$ cat src/rtl/btle_whiten_ctrl_if.sv
// Serial bit-stream links of the whitening controller:
// upstream bits, scramble_core hookup and downstream bits.
interface btle_whiten_ctrl_if #(
   parameter int CHANNEL_NUMBER_BIT_WIDTH = 6
);
   logic                                bit_in;
   logic                                bit_in_valid;
   logic                                bit_in_ready;
   logic [CHANNEL_NUMBER_BIT_WIDTH-1:0] scr_channel_number;
   logic                                scr_channel_number_load;
   logic                                scr_data_in;
   logic                                scr_data_in_valid;
   logic                                scr_data_out;
   logic                                scr_data_out_valid;
   logic                                bit_out;
   logic                                bit_out_valid;

   modport master (
      input  bit_in,
      input  bit_in_valid,
      output bit_in_ready,
      output scr_channel_number,
      output scr_channel_number_load,
      output scr_data_in,
      output scr_data_in_valid,
      input  scr_data_out,
      input  scr_data_out_valid,
      output bit_out,
      output bit_out_valid
   );

   modport slave (
      output bit_in,
      output bit_in_valid,
      input  bit_in_ready,
      input  scr_channel_number,
      input  scr_channel_number_load,
      input  scr_data_in,
      input  scr_data_in_valid,
      output scr_data_out,
      output scr_data_out_valid,
      input  bit_out,
      input  bit_out_valid
   );
endinterface

$ cat src/rtl/btle_whiten_ctrl.sv
// BLE packet whitening sequencer: preamble/AA pass raw,
// header, payload and CRC are routed through scramble_core.
module btle_whiten_ctrl #(
   parameter int CHANNEL_NUMBER_BIT_WIDTH = 6,
   parameter int LEN_BIT_WIDTH            = 8,
   parameter int RAW_BITS                 = 40,
   parameter int HDR_BITS                 = 16,
   parameter int CRC_BITS                 = 24
) (
   input  logic                                clk,
   input  logic                                rst,
   input  logic                                start,
   input  logic                                abort,
   input  logic [CHANNEL_NUMBER_BIT_WIDTH-1:0] channel_number,
   input  logic [LEN_BIT_WIDTH-1:0]            pdu_len,
   output logic                                busy,
   output logic                                done,
   btle_whiten_ctrl_if.master                  bus
);
   localparam int CW = LEN_BIT_WIDTH + 4;
   localparam logic [CW-1:0] RAW_LAST = CW'(RAW_BITS - 1);

   typedef enum logic [2:0] {
      S_IDLE,
      S_LOAD,
      S_RAW,
      S_WHITEN,
      S_DRAIN
   } state_e;

   state_e                              state_q;
   logic [CW-1:0]                       cnt_q;
   logic [CW-1:0]                       tot_q;
   logic [CW-1:0]                       tot_d;
   logic [CW-1:0]                       cnt_d;
   logic [CHANNEL_NUMBER_BIT_WIDTH-1:0] ch_q;
   logic                                busy_q;
   logic                                done_q;
   logic                                bit_q;
   logic                                vld_q;
   logic                                in_raw;
   logic                                in_white;
   logic                                accept;

   assign in_raw   = (state_q == S_RAW);
   assign in_white = (state_q == S_WHITEN);
   assign accept   = bus.bit_in_valid & bus.bit_in_ready;
   assign tot_d    = CW'(HDR_BITS + CRC_BITS) + (CW'(pdu_len) << 3);
   assign cnt_d    = cnt_q + CW'(1);

   assign bus.bit_in_ready            = in_raw | in_white;
   assign bus.scr_channel_number_load = (state_q == S_LOAD);
   assign bus.scr_channel_number      = ch_q;
   assign bus.scr_data_in             = bus.bit_in;
   assign bus.scr_data_in_valid       = accept & in_white;
   assign bus.bit_out                 = bit_q;
   assign bus.bit_out_valid           = vld_q;
   assign busy                        = busy_q;
   assign done                        = done_q;

   always_ff @(posedge clk) begin
      if (rst) begin
         state_q <= S_IDLE;
         cnt_q   <= '0;
         tot_q   <= '0;
         ch_q    <= '0;
         busy_q  <= 1'b0;
         done_q  <= 1'b0;
         bit_q   <= 1'b0;
         vld_q   <= 1'b0;
      end else begin
         done_q <= 1'b0;
         vld_q  <= 1'b0;
         if (abort && state_q != S_IDLE) begin
            // in-flight core output is dropped with the packet
            state_q <= S_IDLE;
            busy_q  <= 1'b0;
            cnt_q   <= '0;
         end else begin
            unique case (state_q)
               S_IDLE: begin
                  if (start) begin
                     ch_q    <= channel_number;
                     tot_q   <= tot_d;
                     busy_q  <= 1'b1;
                     state_q <= S_LOAD;
                  end
               end
               S_LOAD: begin
                  cnt_q   <= '0;
                  state_q <= S_RAW;
               end
               S_RAW: begin
                  if (accept) begin
                     bit_q <= bus.bit_in;
                     vld_q <= 1'b1;
                     if (cnt_q == RAW_LAST) begin
                        cnt_q   <= '0;
                        state_q <= S_WHITEN;
                     end else begin
                        cnt_q <= cnt_d;
                     end
                  end
               end
               S_WHITEN: begin
                  if (bus.scr_data_out_valid) begin
                     bit_q <= bus.scr_data_out;
                     vld_q <= 1'b1;
                  end
                  if (accept) begin
                     cnt_q <= cnt_d;
                     if (cnt_q == tot_q - CW'(1)) begin
                        state_q <= S_DRAIN;
                     end
                  end
               end
               S_DRAIN: begin
                  bit_q   <= bus.scr_data_out;
                  vld_q   <= 1'b1;
                  done_q  <= 1'b1;
                  busy_q  <= 1'b0;
                  cnt_q   <= '0;
                  state_q <= S_IDLE;
               end
               default: state_q <= S_IDLE;
            endcase
         end
      end
   end
endmodule

$ cat src/flat_wrapper.sv
// flat-port wrapper written by rule: the top's interface ports become plain ports
module btle_whiten_ctrl_flat 
#(
   parameter int CHANNEL_NUMBER_BIT_WIDTH = 6,
   parameter int LEN_BIT_WIDTH            = 8,
   parameter int RAW_BITS                 = 40,
   parameter int HDR_BITS                 = 16,
   parameter int CRC_BITS                 = 24
)
  (clk, rst, start, abort, channel_number, pdu_len, busy, done, bus_bit_in, bus_bit_in_valid, bus_bit_in_ready, bus_scr_channel_number, bus_scr_channel_number_load, bus_scr_data_in, bus_scr_data_in_valid, bus_scr_data_out, bus_scr_data_out_valid, bus_bit_out, bus_bit_out_valid);
  btle_whiten_ctrl_if #(.CHANNEL_NUMBER_BIT_WIDTH(CHANNEL_NUMBER_BIT_WIDTH)) bus_i ();
  input  logic clk;
  input  logic rst;
  input  logic start;
  input  logic abort;
  input  logic [CHANNEL_NUMBER_BIT_WIDTH-1:0] channel_number;
  input  logic [LEN_BIT_WIDTH-1:0] pdu_len;
  output logic busy;
  output logic done;
  input wire logic [$bits(bus_i.bit_in)-1:0] bus_bit_in;
  input wire logic [$bits(bus_i.bit_in_valid)-1:0] bus_bit_in_valid;
  output wire logic [$bits(bus_i.bit_in_ready)-1:0] bus_bit_in_ready;
  output wire logic [$bits(bus_i.scr_channel_number)-1:0] bus_scr_channel_number;
  output wire logic [$bits(bus_i.scr_channel_number_load)-1:0] bus_scr_channel_number_load;
  output wire logic [$bits(bus_i.scr_data_in)-1:0] bus_scr_data_in;
  output wire logic [$bits(bus_i.scr_data_in_valid)-1:0] bus_scr_data_in_valid;
  input wire logic [$bits(bus_i.scr_data_out)-1:0] bus_scr_data_out;
  input wire logic [$bits(bus_i.scr_data_out_valid)-1:0] bus_scr_data_out_valid;
  output wire logic [$bits(bus_i.bit_out)-1:0] bus_bit_out;
  output wire logic [$bits(bus_i.bit_out_valid)-1:0] bus_bit_out_valid;
  assign bus_i.bit_in = bus_bit_in;
  assign bus_i.bit_in_valid = bus_bit_in_valid;
  assign bus_bit_in_ready = bus_i.bit_in_ready;
  assign bus_scr_channel_number = bus_i.scr_channel_number;
  assign bus_scr_channel_number_load = bus_i.scr_channel_number_load;
  assign bus_scr_data_in = bus_i.scr_data_in;
  assign bus_scr_data_in_valid = bus_i.scr_data_in_valid;
  assign bus_i.scr_data_out = bus_scr_data_out;
  assign bus_i.scr_data_out_valid = bus_scr_data_out_valid;
  assign bus_bit_out = bus_i.bit_out;
  assign bus_bit_out_valid = bus_i.bit_out_valid;
  btle_whiten_ctrl #(.CHANNEL_NUMBER_BIT_WIDTH(CHANNEL_NUMBER_BIT_WIDTH), .LEN_BIT_WIDTH(LEN_BIT_WIDTH), .RAW_BITS(RAW_BITS), .HDR_BITS(HDR_BITS), .CRC_BITS(CRC_BITS)) u_core (.clk(clk), .rst(rst), .start(start), .abort(abort), .channel_number(channel_number), .pdu_len(pdu_len), .busy(busy), .done(done), .bus(bus_i));
endmodule
$ cat config.mk
export PLATFORM = sky130hd
export DESIGN_NAME = btle_whiten_ctrl_flat
export DESIGN_NICKNAME = d
export VERILOG_FILES = /design/src/rtl/btle_whiten_ctrl_if.sv /design/src/rtl/btle_whiten_ctrl.sv /design/src/flat_wrapper.sv
export SDC_FILE = /design/constraint.sdc
export NUM_CORES = 1
export LEC_CHECK = 0
export ABC_AREA = 1
export ABC_CLOCK_PERIOD_IN_PS = 3400
export CORE_ASPECT_RATIO = 0.9
export CORE_MARGIN = 5
export CORE_UTILIZATION = 45
export CTS_CLUSTER_DIAMETER = 40
export DETAILED_ROUTE_END_ITERATION = 12
export PLACE_DENSITY = 0.71
export SYNTH_ARGS = -nofsm -noshare
export SYNTH_HDL_FRONTEND = slang
export SYNTH_SLANG_ARGS = --single-unit
$ cat constraint.sdc
create_clock -name clk -period 3.4 [get_ports clk]
set_clock_uncertainty 0.15 [all_clocks]
set_input_delay 1.02 -clock clk [delete_from_list [all_inputs] [get_ports clk]]
set_output_delay 1.02 -clock clk [all_outputs]
set_load 0.01 [all_outputs]
After elaboration in Yosys (flattened, before gate mapping)
Index checks and enable logic that the tools add are counted.
Widths: inputs -> output; s select.
Storage, ports and cells
  flip-flop bits (word level): 37
  bits of input ports: 22
Operators by class
  $add $sub $neg: 3
  equal/unequal tests: 12
  mux-type cells: 19
  bitwise operators: 4
  reductions and logical operators: 13
Operators by type and width (number)
  $mux 12: 3
  $pmux 12 s3: 1
  $mux 3: 5
  $add 12x1->12 const B: 1
  $add 6x11->12 const A: 1
  $eq 12x12->1: 1
  $eq 12x6->1 const B: 1
  $ne 2x2->1 const B: 6
  $pmux 3 s4: 1
  $sub 12x1->12 const B: 1
  $reduce_bool 3->1: 3
  $eq 3x2->1 const B: 2
  $mux 1: 6
  $pmux 1 s3: 2
  $reduce_and 3->1: 2
  $reduce_and 5->1: 1
  $reduce_and 4->1: 1
  $reduce_or 2->1: 2
  $eq 3x1->1 const B: 1
  $eq 3x3->1 const B: 1
  $logic_not 3->1: 1
  $and 1x1->1: 2
  $pmux 1 s2: 1
  $reduce_and 2->1: 1
  4 further kinds: 4

Logic depth before layout (Yosys ltp)
Gate-level depths: netlist of run 1.
  depth after elaboration: 5
  gate-level depth with buffers: 14
  depth with buffers taken out: 14

Least setup slack after synthesis of run 1
OpenSTA, ideal clock, no wires.
  kind: in2out
  start point: input bus_bit_in_valid
  end point: output bus_scr_data_in_valid
  data arrival time: 1.222 ns
  required time: 2.230 ns
  setup slack: 1.008 ns
  stages: 2
  buffers on the path: 0
  path through: inv_1 > nor2_1
On the way
  longest elaborated chain between the ends: 2
RTL lines
  start: declaration: RTL line flat_wrapper.sv:21  | input wire logic [$bits(bus_i.bit_in_valid)-1:0] bus_bit_in_valid;
  $and 1x1->1: RTL line btle_whiten_ctrl.sv:47  | assign accept = bus.bit_in_valid & bus.bit_in_ready;
  $and 1x1->1: RTL line btle_whiten_ctrl.sv:55  | assign bus.scr_data_in_valid = accept & in_white;
  end: declaration: RTL line flat_wrapper.sv:26  | output wire logic [$bits(bus_i.scr_data_in_valid)-1:0] bus_scr_data_in_valid;
Every way passes these cells.

Final worst setup path of run 1
Ends and elaborated chain as after synthesis.

==> results of run 1 <==
kinds of logic after synthesis:
family	after synthesis
AND/OR/NAND/NOR	168
flip-flops	34
XOR/XNOR	11
adder cells (fa/ha/maj)	3
buffers and inverters	59
AO/OA/AOI/OAI	52
cell type report:
type / count / area (µm²)
sequential: 34 / 680.7
timing repair buffer: 39 / 380.4
inverter: 55 / 211.5
tap: 62 / 77.57
multi-input combinational: 234 / 1214
clock buffer: 7 / 76.32
clock inverter: 1 / 30.03
fill: 439 / 1848
through the flow:
step | hold slack [ns] | total power, W | std cells | cell area (µm²) | setup slack [ns]
2_1_floorplan | 0.2973 | 0.001147 | 327 | 2127 | 1.008
3_3_place_gp | 0.3038 | 0.001390 | 424 | 2564 | 0.05592
3_5_place_dp | 0.3075 | 0.001403 | 424 | 2564 | 0.04571
4_1_cts | 0.3204 | 0.001774 | 432 | 2670 | 0.03386
5_1_grt | 0.3322 | 0.001920 | 432 | 2670 | 0.003248
6_report | 0.3176 | 0.001764 | 432 | 2670 | 0.04473
worst max-delay path: cells and delay by family:
family,cells,cell delay (ns)
buf+inv,3,1.07
simple gates,1,0.09
per-layer routing:
layer | part of all wire [%] | GRT usage [%]
met5 | 0 | 0
met4 | 1.1 | 7.196
met2 | 45 | 28.02
met1 | 50 | 25.13
met3 | 3.9 | 3.708
placed cells by master, fill, tap and decap left out, types with 2 or more instances in the layout:
cell type	instances
nand3b_1	2
nor2_4	3
o21ai_2	2
a21oi_1	19
nor2_2	2
nand2_4	2
clkbuf_8	5
inv_1	50
o21ai_0	20
xor2_1	6
buf_4	4
inv_2	4
clkdlybuf4s50_1	35
nand4_1	2
nor2_1	46
a21oi_2	2
a211oi_1	2
nand2_2	2
nand2_1	68
xnor2_1	5
nor3_1	8
dfxtp_1	34
clkbuf_1	2
ha_1	3
o21ai_1	2
nand3_1	25
nand3_2	2
where the power goes:
part	internal, W	switching (W)
clock network	0.000219	0.000147
logic	0.000333	0.000529
registers	0.000475	0.0000609
total	0.00103	0.000737
state kept, by name, summed over array words and instances (netlist names):
signal	cells
u_core.done	1
u_core.bus.scr_channel_number	6
u_core.tot_q	9
u_core.cnt_q	12
u_core.busy	1
u_core.bus.bit_out_valid	1
u_core.state_q	3
u_core.bus.bit_out	1
path summary, 6_finish.rpt:
path                    startpoint                    end  slack, ns  depth (start not counted)
setup / recovery  bus_bit_in_valid  bus_scr_data_in_valid       0.04                          4
hold / removal         u_core.busy            u_core.busy       0.32                          2
setup reg to reg   u_core.cnt_q[0]        u_core.cnt_q[4]       1.45                         10
hold reg to reg        u_core.busy            u_core.busy       0.32                          2
==> metrics, run 1 <==
status=complete, no violations; initial DRC count=132; critical path endpoint category=primary output; Post-Synth XOR/XNOR Area=4.529%; Setup CP Type=primary input to primary output; Req. time, crit path=2.23 ns; Synth Area in Adders=1.765%; crit path launch type=primary input; Max VDD drop=0.0003729 V; Clk pin slew, worst setup/hold paths=0.07 ns; cell count after synthesis=327; DRC viols=0; Yosys cell types=38; final antenna-violating net count=0; cell area power density=660.5 nW/µm²; cell breakdown of the critical path=clkdlybuf4s50_1, inv_1, nor2_1, clkdlybuf4s50_1; Post-synth top cells=68 x nand2_1, 50 x inv_1, 46 x nor2_1; final net count=394; Std-Cell Rows=23; top_reg_cell synth=dfxtp_1; # clock sinks=34; io pins=36; static leakage=1.235 nW; Synth warnings=0; setup tns final=0 ns; die area=6204 µm²; top-area cell type share of the netlist area=32.00%; average wire per standard cell=11.66 µm; EDFF count, synth=0; Slew Viols, Final=0; area grow syn2layout=25.53%; CP arrival=2.19 ns; Hold Crit Class=register to register; vias in the first global route=1,906; Overflow after GRT=0; Vias=2,113; Pre-antenna DRT Iters=5; CTS Buf Count=5; post-synthesis compound-gate area fraction=13.71%; Final Setup Violations=0; Die X=82.47 µm; Final period util=98.68%; Cell Area, Synth=2127 µm²; Slowest-stage cell, CP=clkdlybuf4s50_1; final worst path period need=3.355 ns; Total Routing Usage GR=18.27%; largest net degree at the start of global routing=17; simple-gate share of the synthesized area=37.06%; Least-Margin Pin Slew=0.4762 ns; Synth Register Bits=34; H-tree level count=2; slowest stage delay, CP=0.54 ns; largest cells by area after synthesis=dfxtp_1 32%, nand2_1 12%, inv_1 8.8%; DPL Wire Length=3944 µm; Post-CTS Setup Inserts=0; first-pass GRT wire length=8673 µm; slew margin rel.=68.22%; Avg Inst Size Synth=6.505 µm²; port bufs=35; layout cells sized above 1=8.919%; fmax=298.0 MHz; Fin. Hold Viols=0; most common cell in the netlist=nand2_1; post-synthesis sequential area ratio=32.00%; Max FO, Critical Path=2; cts hold-fix bufs=0; syn nets=352; Initial Utilization=47.08%; ys async rst share=0%; Ant. Diodes=0; CTS tree=built; Clock Path Buffers=2; Final Util=59.10%; main combinational cell family by area after synthesis=simple AND/OR/NAND/NOR gates; max-cap viol count=0; core area=4518 µm²; clock latency on the worst-skew pair=0.29 ns; Die Span Y=75.23 µm; gpl congestion=0.8617; vias per std cell=4.891; initial antenna violation count=0; mux share of post-synthesis cell area=0%; Root Driver=clkbuf_8; RSZ-0062 raised after global routing=no; most frequent CP cell=clkdlybuf4s50_1; post-CTS resize count=0; cell taking the most area after synthesis=dfxtp_1; drt total wl=5037 µm
Power figures use the tool's default switching activity.
==> run 2, diff against run 1 <==
- REMOVE_ABC_BUFFERS: default -> 1
==> run 2 against run 1 <==
Net effect:
- sequential power is essentially flat
- sequential cell count is the same
- die area is the same
- combinational power shrank 0.7%
- count of clock-buffer cells in the layout shrank 1
- first-iteration DRC count grew 5.3%
- highest routed layer unchanged
==> metrics, run 2 (synthesized netlist as in run 1, its figures left out) <==
status=complete, no violations; Pre-antenna DRT Iters=4; average wire per standard cell=11.63 µm; Ant. Diodes=0; H-tree level count=2; FF+latch area=680.7 µm²; slowest stage delay, CP=0.54 ns; area grow syn2layout=24.53%; max-cap viol count=0; Biggest register=u_core.cnt_q; die area=6204 µm²; area of the multi-input gates=1214 µm²; Total Routing Usage GR=18.04%; io pins=36; drt total wl=4999 µm; slew margin rel.=66.56%; CTS tree=built; Setup WS post-layout=0.1941 ns; commonest non-fill, non-tap cell in the layout=nand2_1; Initial Utilization=47.08%; fmax=311.9 MHz; Overflow after GRT=0; cell area power density=636.2 nW/µm²; critical path endpoint category=primary output; port bufs=35; number of fill cells=458; Std-Cell Rows=23; most frequent CP cell=clkdlybuf4s50_1; first-pass GRT wire length=8583 µm; crit path launch type=primary input; Final Setup Violations=0; Slowest-stage cell, CP=clkdlybuf4s50_1; initial DRC count=139; Hold Crit Class=register to register; Clock Path Buffers=2; Die X=82.47 µm; Slew Viols, Final=0; cell breakdown of the critical path=clkdlybuf4s50_1, clkdlybuf4s50_1; Fin. Hold Viols=0; largest net degree at the start of global routing=17; CTS Buf Count=5; Max FO, Critical Path=2; family with the most delay on the worst path=buffers and inverters; worst path bufs/invs=2; Min-Delay Endpoint=u_core.busy; vias per std cell=4.930; final worst path period need=3.206 ns; Req. time, crit path=2.23 ns; vias in the first global route=1,918; dpl ws=0.03368 ns; core area=4518 µm²; end of the worst register-to-register path=u_core.cnt_q[5]; cells on worst reg2reg path=10; layout cells sized above 1=8.967%; hold path start=u_core.busy; RSZ-0062 raised after global routing=no; # clock sinks=34; DPL Wire Length=3922 µm; CP arrival=2.04 ns; Least-Margin Pin Slew=0.5011 ns; initial antenna violation count=0; Die Span Y=75.23 µm; gpl congestion=0.8718; final antenna-violating net count=0; Max VDD drop=0.0003001 V; Largest register FFs=12; Vias=2,120; Hold Path Depth=2; Setup CP Type=primary input to primary output; setup tns final=0 ns; flop2flop setup slack=1.39 ns; final net count=394; Final period util=94.29%; cts hold-fix bufs=0; Root Driver=clkbuf_8; DRC viols=0; static leakage=1.244 nW; WHS=0.3122 ns; clock latency on the worst-skew pair=0.28 ns; most frequent cells in the layout=68 x nand2_1, 50 x inv_1, 46 x nor2_1; Reg2Reg Launch Point=u_core.cnt_q[0]; Clk pin slew, worst setup/hold paths=0.07 ns
## run 2: cell types whose count changed in the layout (fill, tap and decap cells not counted)
cell,previous run,this run
clkbuf_1,2,0
bufinv_16,1,0
clkdlybuf4s50_1,35,34
clkbuf_8,5,6
dlymetal6s2s_1,0,1
## run 2: area by class of cell
type                            count  area share [%]
Multi-Input combinational cell    234           45.82
Inverter                           55           7.983
Clock buffer                        6           3.118
Sequential cell                    34           25.70
Timing Repair Buffer               39           14.45
Tap cell                           62           2.929
## run 2: worst max-delay path by stage
stage | start | cells after the start | end | slack [ns]
2_1_floorplan | bus_bit_in_valid | 2 | bus_scr_data_in_valid | 1.01
3_3_place_gp | bus_bit_in_valid | 4 | bus_scr_data_in_valid | 0.06
3_5_place_dp | bus_bit_in_valid | 4 | bus_scr_data_in_valid | 0.03
4_1_cts | bus_bit_in_valid | 4 | bus_scr_data_in_valid | 0.03
5_1_grt | bus_bit_in | 2 | bus_scr_data_in | 0.15
6_report | bus_bit_in | 2 | bus_scr_data_in | 0.19
## run 2: worst min-delay path, cell delays in order, from the launching register on
cell and delay [ns]:
dfxtp_1 0.31, nand2_1 0.06, a21oi_1 0.05
## run 2: metrics by stage
step           utilization, %  instance area (µm²)  power (W)  std cells
5_1_grt                 58.63                 2649   0.001845        430
3_5_place_dp            56.74                 2564   0.001402        424
3_3_place_gp            56.74                 2564   0.001385        424
6_report                58.63                 2649   0.001685        430
4_1_cts                 58.57                 2646   0.001705        430
2_1_floorplan               -                 2106   0.001139        323
## run 2: repair_timing
action	CTS	global route
setup buffers	0	0
setup endpoints to repair	0	1
resized for setup	0	1
## run 2: where the power goes
group          internal (W)  switching, W  total (W)  leakage (nW)
Clock              0.000156      0.000140   0.000296        0.0431
Combinational      0.000333      0.000523   0.000856         0.922
Sequential         0.000475     0.0000584   0.000533         0.278
Total              0.000963      0.000722    0.00169          1.24
## run 2: routing by layer
metal | share of wire [%] | global-route usage [%]
met1 | 49 | 24.38
met3 | 7.0 | 4.665
met2 | 43 | 28.20
met4 | 0.46 | 5.535
met5 | 0 | 0
==> variant (settings of run 1) <==
`CHANNEL_NUMBER_BIT_WIDTH` is set to 6 in 3 places; all go to 3.
--- a/src/rtl/btle_whiten_ctrl_if.sv
+++ b/src/rtl/btle_whiten_ctrl_if.sv
@@ -2,5 +2,5 @@
 // upstream bits, scramble_core hookup and downstream bits.
 interface btle_whiten_ctrl_if #(
-   parameter int CHANNEL_NUMBER_BIT_WIDTH = 6
+   parameter int CHANNEL_NUMBER_BIT_WIDTH = 3
 );
    logic                                bit_in;
--- a/src/rtl/btle_whiten_ctrl.sv
+++ b/src/rtl/btle_whiten_ctrl.sv
@@ -2,5 +2,5 @@
 // header, payload and CRC are routed through scramble_core.
 module btle_whiten_ctrl #(
-   parameter int CHANNEL_NUMBER_BIT_WIDTH = 6,
+   parameter int CHANNEL_NUMBER_BIT_WIDTH = 3,
    parameter int LEN_BIT_WIDTH            = 8,
    parameter int RAW_BITS                 = 40,
--- a/src/flat_wrapper.sv
+++ b/src/flat_wrapper.sv
@@ -2,5 +2,5 @@
 module btle_whiten_ctrl_flat 
 #(
-   parameter int CHANNEL_NUMBER_BIT_WIDTH = 6,
+   parameter int CHANNEL_NUMBER_BIT_WIDTH = 3,
    parameter int LEN_BIT_WIDTH            = 8,
    parameter int RAW_BITS                 = 40,
Interface: changed (resized bus_scr_channel_number and channel_number); port bits go from 36 to 30. The function was not compared with the original's and may differ.
==> variant against run 1 <==
Sequential cell count down 3. Setup slack better by 8.8 ps. Power down 6.0%. Wire length down 12%. Global-route usage down 1.3 points. Cell area down 8.9%. Area after synthesis down 5.8%. Sequential share of layout area about the same. Worst hold slack worse by 3.4 ps. Combinational power up 0.5%. Via count down 9.0%. Core utilization down 3.5 points. Critical path type unchanged. Critical endpoint unchanged. Largest cell class unchanged. Highest routed layer unchanged.
==> variant: results (changes against run 1) <==
[metrics] wire length per cell: 11.22 um (was 11.66 um)
[metrics] fraction of the mapped netlist area in compound gates: 0.1474 (was 0.1371)
[metrics] sequential area share after synthesis: 0.3098 (was 0.3200)
[metrics] most frequent cells after synthesis: nand2_1, nor2_1, inv_1, dfxtp_1 (was nand2_1, inv_1, nor2_1, dfxtp_1, nand3_1)
[metrics] most area-consuming cells after synthesis: dfxtp_1, nand2_1, nor2_1 (was dfxtp_1, nand2_1, inv_1)
[metrics] hpwl dp: 3541 um (was 3944 um)
[metrics] proportion of layout cells with a drive suffix above 1: 0.1104 (was 0.08919)
[metrics] critical register-to-register path endpoint: u_core.state_q[2] (was u_core.cnt_q[4])
[metrics] placed inst area: 0.002346 mm2 (was 0.002564 mm2)
[metrics] IO Port Bufs: 29 (was 35)
[metrics] GPL Wtd Cong: 0.8517 (was 0.8617)
[metrics] post-synthesis xor/xnor area fraction: 0.05247 (was 0.04529)
[metrics] Distinct cells, synth: 33 (was 38)
[metrics] static leakage: 1.119 nW (was 1.235 nW)
[metrics] Worst IR Drop VDD: 0.0004534 V (was 0.0003729 V)
[metrics] total global-route track usage: 0.1697 (was 0.1827)
[metrics] via count normalized by instance count: 4.844 (was 4.891)
[metrics] portion of netlist area occupied by mux cells: 0 (unchanged)
[metrics] adder and majority gate portion of the synthesized area: 0.01874 (was 0.01765)
[metrics] cell depth of the worst flop-to-flop path: 12 (was 10)
[metrics] WP data arrival: 2180 ps
[metrics] largest net degree at the start of global routing: 14 (was 17)
[metrics] Net Count, Synth: 324 (was 352)
[metrics] status: finished, final reports clean (unchanged)
[metrics] via count of the first global-routing pass: 1794 (was 1906)
[metrics] wire length of the first global-routing pass: 7948 um (was 8673 um)
[metrics] nets@finish: 357 (was 394)
[metrics] origin of the critical flop-to-flop path: u_core.tot_q[3] (was u_core.cnt_q[0])
[metrics] highest fanout seen on the critical path: 3 (was 2)
[metrics] DR iter-0 viols: 129 (was 132)
[metrics] number of antenna diodes: 0 (unchanged)
[metrics] slew at the pin with the worst max-slew slack: 355.8 ps (was 476.2 ps)
[metrics] Pre-antenna DRT Iters: 4 (was 5)
-- variant: cell types whose count changed after synthesis, sizes merged, moves of 2 or more --
cell | run 1 | this run
nand3 | 27 | 22
nor2 | 52 | 50
o21ai | 24 | 19
nand4 | 2 | 5
xor2 | 6 | 10
nand2 | 73 | 78
dfxtp | 34 | 31
xnor2 | 5 | 2
nor3 | 8 | 5
inv | 54 | 43
-- variant: through the flow --
stage / util / setup slack [ps] / total power, W / std cells / hold slack, ps
after global routing: 0.5564 / 20.64 / 0.001815 / 397 / 348.7
after global placement: 0.5363 / 71.30 / 0.001361 / 390 / 304.3
after floorplan: - / 996.2 / 0.001176 / 302 / 297.7
final: 0.5564 / 53.56 / 0.001658 / 397 / 314.1
after detailed placement: 0.5363 / 53.88 / 0.001373 / 390 / 308.7
after CTS: 0.5564 / 53.87 / 0.001672 / 397 / 317.6
-- variant: worst min-delay path by stage --
stage / endpoint / cells after the start / startpoint / slack (ps)
4_1_cts: u_core.busy / 2 / u_core.busy / 320
3_5_place_dp: u_core.busy / 2 / u_core.busy / 310
6_report: u_core.busy / 2 / u_core.busy / 310
3_3_place_gp: u_core.busy / 2 / u_core.busy / 300
2_1_floorplan: u_core.tot_q[4] / 2 / u_core.tot_q[4] / 300
5_1_grt: u_core.busy / 2 / u_core.busy / 350
-- variant: metal layers --
metal | wire length, um | up-vias | GRT usage
met3 | 252 | 7 | 0.04534
li1 | - | 1027 | -
met1 | 2189 | 839 | 0.2304
met5 | 0 | - | 0
met4 | 48 | 0 | 0.05441
met2 | 1963 | 50 | 0.2629
-- variant: layout make-up --
class | instances | area [um2]
clock buffers | 6 | 82.58
clock inverters | 1 | 5.005
fillers | 466 | 1941
inverters | 43 | 161.4
multi-input cells | 224 | 1189
flip-flops and latches | 31 | 620.6
well taps | 62 | 77.57
repair buffers | 30 | 297.8
-- variant: critical path, cell delays in order --
cell	delay, ps
clkdlybuf4s50_1	450
inv_1	60
nor2_1	100
clkdlybuf4s50_1	540
-- variant: kinds of logic after synthesis --
group,Yosys count
and+or+nand+nor,163
buffers and inverters,47
AOI/OAI and AO/OA,46
DFF,31
xor gates and xnor gates,12
adders and majority gates,3
-- variant: power breakdown --
part           switching [W]  internal (W)
Clock               0.000133      0.000159
Sequential         0.0000656      0.000435
Combinational       0.000533      0.000333
